File: src/rtl/rx_byte_assembler_if.sv
// Byte-stream and frame-result signals between the I2C byte receiver,
// the byte assembler and the key register.
interface rx_byte_assembler_if #(
    parameter int NUM_BYTES = 16
);
    localparam int CNT_W = $clog2(NUM_BYTES + 1);

    logic                   start_det;
    logic                   stop_det;
    logic                   byte_valid;
    logic [7:0]             byte_in;
    logic [8*NUM_BYTES-1:0] rx_data;
    logic                   reg_enable;
    logic [CNT_W-1:0]       byte_count;
    logic                   frame_error;

    modport master (
        output start_det, stop_det, byte_valid, byte_in,
        input  rx_data, reg_enable, byte_count, frame_error
    );

    modport slave (
        input  start_det, stop_det, byte_valid, byte_in,
        output rx_data, reg_enable, byte_count, frame_error
    );
endinterface

File: src/rtl/rx_byte_assembler.sv
// Assembles NUM_BYTES received I2C bytes MSB-first into one word and strobes
// reg_enable on a complete frame; flags short, overrun and aborted frames.
//
// state | meaning
// IDLE  | no frame open; bytes and STOP ignored
// RECV  | frame open, fewer than NUM_BYTES bytes accepted
// HOLD  | frame complete, waiting for STOP; extra bytes are overruns
module rx_byte_assembler #(
    parameter int NUM_BYTES = 16,
    parameter int CNT_W     = $clog2(NUM_BYTES + 1)
) (
    input logic              clk,
    input logic              n_rst,
    rx_byte_assembler_if.slave bus
);
    localparam int DW = 8 * NUM_BYTES;

    typedef enum logic [1:0] {
        IDLE = 2'd0,
        RECV = 2'd1,
        HOLD = 2'd2
    } state_t;

    state_t           state, state_nxt;
    logic [DW-1:0]    data_q, data_nxt;
    logic [CNT_W-1:0] cnt_q, cnt_nxt;
    logic             en_q, en_nxt;
    logic             err_q, err_nxt;

    always_ff @(posedge clk or negedge n_rst) begin
        if (!n_rst) begin
            state  <= IDLE;
            data_q <= '0;
            cnt_q  <= '0;
            en_q   <= 1'b0;
            err_q  <= 1'b0;
        end else begin
            state  <= state_nxt;
            data_q <= data_nxt;
            cnt_q  <= cnt_nxt;
            en_q   <= en_nxt;
            err_q  <= err_nxt;
        end
    end

    always_comb begin
        state_nxt = state;
        data_nxt  = data_q;
        cnt_nxt   = cnt_q;
        en_nxt    = 1'b0;
        err_nxt   = 1'b0;

        case (state)
            IDLE: begin
                if (bus.start_det) begin
                    state_nxt = RECV;
                    data_nxt  = '0;
                    cnt_nxt   = '0;
                end
            end

            RECV: begin
                if (bus.start_det) begin
                    // restart discards the partial frame; it is an error only if bytes were lost
                    data_nxt = '0;
                    cnt_nxt  = '0;
                    err_nxt  = (cnt_q != '0);
                end else begin
                    if (bus.byte_valid) begin
                        data_nxt = {data_q[DW-9:0], bus.byte_in};
                        cnt_nxt  = cnt_q + CNT_W'(1);
                        if (cnt_q == CNT_W'(NUM_BYTES - 1)) begin
                            state_nxt = HOLD;
                            en_nxt    = 1'b1;
                        end
                    end
                    // STOP is judged against the count after any same-cycle byte
                    if (bus.stop_det) begin
                        state_nxt = IDLE;
                        err_nxt   = !en_nxt;
                    end
                end
            end

            HOLD: begin
                if (bus.start_det) begin
                    state_nxt = RECV;
                    data_nxt  = '0;
                    cnt_nxt   = '0;
                end else begin
                    if (bus.byte_valid) begin
                        err_nxt = 1'b1;
                    end
                    if (bus.stop_det) begin
                        state_nxt = IDLE;
                    end
                end
            end

            default: begin
                state_nxt = IDLE;
            end
        endcase
    end

    assign bus.rx_data     = data_q;
    assign bus.byte_count  = cnt_q;
    assign bus.reg_enable  = en_q;
    assign bus.frame_error = err_q;
endmodule

File: src/flat_wrapper.sv
// flat-port wrapper written by rule: the top's interface ports become plain ports
module rx_byte_assembler_flat 
#(
    parameter int NUM_BYTES = 16,
    parameter int CNT_W     = $clog2(NUM_BYTES + 1)
)
  (clk, n_rst, bus_start_det, bus_stop_det, bus_byte_valid, bus_byte_in, bus_rx_data, bus_reg_enable, bus_byte_count, bus_frame_error);
  rx_byte_assembler_if #(.NUM_BYTES(NUM_BYTES)) bus_i ();
  input logic clk;
  input logic n_rst;
  input wire logic [$bits(bus_i.start_det)-1:0] bus_start_det;
  input wire logic [$bits(bus_i.stop_det)-1:0] bus_stop_det;
  input wire logic [$bits(bus_i.byte_valid)-1:0] bus_byte_valid;
  input wire logic [$bits(bus_i.byte_in)-1:0] bus_byte_in;
  output wire logic [$bits(bus_i.rx_data)-1:0] bus_rx_data;
  output wire logic [$bits(bus_i.reg_enable)-1:0] bus_reg_enable;
  output wire logic [$bits(bus_i.byte_count)-1:0] bus_byte_count;
  output wire logic [$bits(bus_i.frame_error)-1:0] bus_frame_error;
  assign bus_i.start_det = bus_start_det;
  assign bus_i.stop_det = bus_stop_det;
  assign bus_i.byte_valid = bus_byte_valid;
  assign bus_i.byte_in = bus_byte_in;
  assign bus_rx_data = bus_i.rx_data;
  assign bus_reg_enable = bus_i.reg_enable;
  assign bus_byte_count = bus_i.byte_count;
  assign bus_frame_error = bus_i.frame_error;
  rx_byte_assembler #(.NUM_BYTES(NUM_BYTES), .CNT_W(CNT_W)) u_core (.clk(clk), .n_rst(n_rst), .bus(bus_i));
endmodule
File: config.mk
export PLATFORM = sky130hd
export DESIGN_NAME = rx_byte_assembler_flat
export DESIGN_NICKNAME = d
export VERILOG_FILES = /design/src/rtl/rx_byte_assembler_if.sv /design/src/rtl/rx_byte_assembler.sv /design/src/flat_wrapper.sv
export SDC_FILE = /design/constraint.sdc
export NUM_CORES = 1
export LEC_CHECK = 0
export BUFFER_PORTS_ARGS = -buffer_cell sky130_fd_sc_hd__buf_2
export CORE_AREA = 3 3 142 130
export DETAILED_ROUTE_END_ITERATION = 8
export DIE_AREA = 0 0 145 133
export MAX_ROUTING_LAYER = met4
export SYNTH_ARGS = -nofsm -noshare
export SYNTH_HDL_FRONTEND = slang
export SYNTH_SLANG_ARGS = --single-unit
export TNS_END_PERCENT = 50
File: constraint.sdc
create_clock -name clk -period 3.9 [get_ports clk]
set_clock_uncertainty 0.1 [all_clocks]
set_input_delay 0.39 -clock clk [delete_from_list [all_inputs] [get_ports clk]]
set_output_delay 0.39 -clock clk [all_outputs]
set_load 0.02 [all_outputs]
==> flow_results.xml <==
<?xml version="1.0" encoding="UTF-8"?>
<metrics>
  <group name="status">
    <metric name="run_status" unit="">complete, no violations</metric>
  </group>
  <group name="drt">
    <metric name="post_drt_via_cell_ratio" unit="">4.86</metric>
    <metric name="wl_met3" unit="um">962</metric>
    <metric name="vias" unit="">3579</metric>
    <metric name="avgRoutedWirePerCell" unit="um">17.0</metric>
    <metric name="first_iter_violations" unit="">160</metric>
    <metric name="wl_met2" unit="um">5120</metric>
    <metric name="drc_errors" unit="">0</metric>
    <metric name="detailedRoute.firstPassIterationCount" unit="">4</metric>
    <metric name="totalWireLength" unit="um">12500</metric>
    <metric name="wl_met1" unit="um">6280</metric>
    <metric name="ant_nets" unit="">0</metric>
    <metric name="highest-signal-layer" unit="">met4</metric>
  </group>
  <group name="floorplan">
    <metric name="initial_utilization" unit="">0.299</metric>
    <metric name="fp.dieW" unit="um">145</metric>
    <metric name="placeableCoreArea" unit="sq um">16900</metric>
    <metric name="dieArea" unit="sq um">19300</metric>
    <metric name="core.rowCount" unit="">45</metric>
    <metric name="fp.dieH" unit="um">133</metric>
    <metric name="top_level_ports" unit="">148</metric>
  </group>
  <group name="placed_design">
    <metric name="dpl.cell_count" unit="">704</metric>
    <metric name="place.gp.congestion" unit="">0.833</metric>
    <metric name="place.detailed.hpwl" unit="um">8170</metric>
    <metric name="portBuffers" unit="">147</metric>
    <metric name="dpl-instance-area" unit="sq um">6030</metric>
  </group>
  <group name="worst_setup_path">
    <metric name="worst_setup_end_kind" unit="">flop</metric>
    <metric name="worst-endpoint-arrival" unit="ns">2.71</metric>
    <metric name="crit_path_start_kind" unit="">flop</metric>
    <metric name="critical_path_class" unit="">flop to flop</metric>
    <metric name="critical_path.max_fanout" unit="">82</metric>
    <metric name="data_required_time_at_the_worst_endpoint" unit="ns">4.09</metric>
  </group>
  <group name="timing">
    <metric name="setup_violation_total_in_the_final_timing_report" unit="">0</metric>
    <metric name="max_freq" unit="MHz">398</metric>
    <metric name="rsz0062_at_grt" unit="">false</metric>
    <metric name="totalNegativeSetupSlack" unit="ns">0</metric>
    <metric name="maxSlewHeadroom" unit="">0.458</metric>
    <metric name="worst_pin_slew" unit="ns">0.812</metric>
    <metric name="report.final.slew_viol_count" unit="">0</metric>
    <metric name="min_period" unit="ns">2.51</metric>
    <metric name="hold_viol" unit="">0</metric>
    <metric name="fin_hold_ws" unit="ns">0.0905</metric>
    <metric name="final_min_period_over_clock_period" unit="">0.644</metric>
  </group>
  <group name="synth">
    <metric name="synth_enable_flop_cells" unit="">0</metric>
    <metric name="post-synth-top-area-cell" unit="">sky130_fd_sc_hd__dfrtp_1</metric>
    <metric name="postSynthAreaPerCell" unit="sq um">14.7</metric>
    <metric name="synth.distinct_cells" unit="">24</metric>
    <metric name="yosys_synthesis_warning_count" unit="">0</metric>
    <metric name="synth_ff_type" unit="">sky130_fd_sc_hd__dfrtp_1</metric>
    <metric name="synth_seq_cells" unit="">137</metric>
    <metric name="yosysMostFrequentCell" unit="">sky130_fd_sc_hd__dfrtp_1</metric>
    <metric name="synthesis.area" unit="sq um">5070</metric>
    <metric name="synth.top_cells.by_area" unit="">sky130_fd_sc_hd__dfrtp_1 68%, sky130_fd_sc_hd__a22o_1 22%, sky130_fd_sc_hd__ha_1 2.0%, sky130_fd_sc_hd__buf_2 1.3%, sky130_fd_sc_hd__buf_4 1.2%</metric>
    <metric name="synth_top_cells_by_count" unit="">137 x sky130_fd_sc_hd__dfrtp_1, 130 x sky130_fd_sc_hd__a22o_1, 13 x sky130_fd_sc_hd__buf_2</metric>
    <metric name="synthCells" unit="">345</metric>
    <metric name="synth.yosys.seq_area_share" unit="">0.676</metric>
    <metric name="synth_largest_type_area_fraction" unit="">0.676</metric>
    <metric name="synth_async_sr_flop_share" unit="">1.00</metric>
    <metric name="synth_fp_nets" unit="">366</metric>
  </group>
  <group name="layout">
    <metric name="finish.instance_area" unit="sq um">6620</metric>
    <metric name="n_fill_cell" unit="">1609</metric>
    <metric name="drive_above_1_share" unit="">0.375</metric>
    <metric name="insertedDiodeCount" unit="">0</metric>
    <metric name="stdcell_count" unit="">737</metric>
    <metric name="syn_to_final_growth" unit="%">30.5</metric>
    <metric name="fin_util" unit="">0.391</metric>
    <metric name="design.final.nets" unit="">510</metric>
  </group>
  <group name="cts">
    <metric name="tritoncts_clock_tree" unit="">done</metric>
    <metric name="tritoncts_num_sinks" unit="">137</metric>
    <metric name="post_cts_resize_count" unit="">0</metric>
    <metric name="cts.htree.levels" unit="">4</metric>
    <metric name="number_of_buffers_added_by_the_clock_tree_synthesis_step" unit="">17</metric>
    <metric name="clock_latency" unit="ns">0.41</metric>
    <metric name="clock-root-buffer" unit="">sky130_fd_sc_hd__clkbuf_16</metric>
    <metric name="cts_max_path_buffers" unit="">2</metric>
    <metric name="cts.reportedPaths.clkPinSlew" unit="ns">0.06</metric>
  </group>
  <group name="pwr">
    <metric name="static-leakage-power" unit="nW">3.61</metric>
    <metric name="power_per_cell_area" unit="nW/um^2">608</metric>
    <metric name="vdd.ir_drop.worst" unit="mV">0.399</metric>
  </group>
  <group name="grt">
    <metric name="grt_pass1_wl" unit="um">20100</metric>
    <metric name="antenna_found_initial" unit="">0</metric>
    <metric name="grt_max_degree" unit="">93</metric>
    <metric name="first_global_vias" unit="">3637</metric>
    <metric name="grt_overflow" unit="">0</metric>
    <metric name="global_route.usage.total" unit="">0.134</metric>
  </group>
  <group name="run">
    <metric name="maxCapViolations" unit="">0</metric>
  </group>
  <group name="worst_hold_path">
    <metric name="holdCritPathClass" unit="">input port to flop</metric>
  </group>
</metrics>
==> worst max-delay path, stage by stage, from the launching register on <==
cell and delay (ns):
sky130_fd_sc_hd__dfrtp_1 0.41, sky130_fd_sc_hd__inv_1 0.10, sky130_fd_sc_hd__ha_1 0.27, sky130_fd_sc_hd__a211oi_1 0.54, sky130_fd_sc_hd__o21bai_4 0.31, sky130_fd_sc_hd__buf_12 0.31
sky130_fd_sc_hd__a22o_1 0.28
==> timing repair <==
action	4_1_cts	5_1_grt
setup buffers	0	0
hold buffers	1	0
hold endpoints to repair	86	0
endpoints found under the setup margin	0	0
==> path summary, 6_finish.rpt <==
kind                                               from                       to  slack [ns]  depth (start not counted)
worst min-delay path                     bus_byte_in[2]    u_core.bus.rx_data[2]        0.09                          2
max in group asynchronous                         n_rst    u_core.bus.reg_enable        2.30                          3
min in group asynchronous                         n_rst  u_core.bus.rx_data[125]        0.52                          2
worst max-delay path                    u_core.state[1]   u_core.bus.rx_data[64]        1.39                          6
worst min register to register  u_core.bus.rx_data[122]  u_core.bus.rx_data[122]        0.40                          1
worst max register to register          u_core.state[1]   u_core.bus.rx_data[64]        1.39                          6
==> flip-flops by register name (all words and copies together) (netlist names) <==
signal	cells
u_core.bus.byte_count	5
u_core.bus.frame_error	1
u_core.bus.reg_enable	1
u_core.state	2
u_core.bus.rx_data	128
==> routing by layer <==
metal | vias up | GRT usage
met5 | - | -
met4 | 0 | 0.0369
met3 | 11 | 0.0568
met2 | 148 | 0.174
met1 | 1802 | 0.190
li1 | 1618 | -
==> layout make-up <==
cell class / instances / area (sq um) / share of cell area
sequential: 137 / 3430 / 0.518
multi-input combinational: 170 / 1470 / 0.221
timing repair buffer: 154 / 822 / 0.124
clock buffer: 22 / 484 / 0.0732
tap: 235 / 294 / 0.0444
clock inverter: 10 / 91.3 / 0.0138
inverter: 9 / 33.8 / 0.00510
==> stage by stage <==
step           worst slack (ns)  power [W]
6_report                   1.39    0.00402
2_1_floorplan              1.84    0.00225
5_1_grt                    1.25    0.00424
4_1_cts                    1.42    0.00407
3_5_place_dp               1.44    0.00251
3_3_place_gp               1.52    0.00249
==> power breakdown <==
group / switching, W / internal [W] / total, W / leakage (nW)
logic: 0.000643 / 0.000240 / 0.000882 / 1.43
clock network: 0.000596 / 0.000945 / 0.00154 / 0.283
registers: 0.0000885 / 0.00151 / 0.00160 / 1.90
total: 0.00133 / 0.00270 / 0.00402 / 3.61
==> placed cells by master, fill, tap and decap left out, types with 2 or more instances in the layout <==
master	netlist	final
sky130_fd_sc_hd__a21oi_1	4	4
sky130_fd_sc_hd__clkinv_2	0	4
sky130_fd_sc_hd__dfrtp_1	137	137
sky130_fd_sc_hd__and3_1	3	3
sky130_fd_sc_hd__inv_1	9	9
sky130_fd_sc_hd__buf_2	13	146
sky130_fd_sc_hd__inv_6	0	2
sky130_fd_sc_hd__clkbuf_16	0	17
sky130_fd_sc_hd__clkbuf_8	0	4
sky130_fd_sc_hd__nand2_1	6	6
sky130_fd_sc_hd__buf_4	8	4
sky130_fd_sc_hd__nor2_1	3	3
sky130_fd_sc_hd__nand3_1	2	2
sky130_fd_sc_hd__ha_1	8	8
sky130_fd_sc_hd__clkinvlp_4	0	2
sky130_fd_sc_hd__o21ai_0	2	2
sky130_fd_sc_hd__a22o_1	130	130
sky130_fd_sc_hd__mux2_2	2	2
sky130_fd_sc_hd__buf_12	0	2
==> cells by family after synthesis <==
kind of cell,synth area share
AOI/OAI and AO/OA,0.246
adders and majority gates,0.0197
buffers and inverters,0.0373
DFF,0.676
muxes,0.00641
and+or+nand+nor,0.0148
No activity file was read; power rests on OpenSTA's default activity.
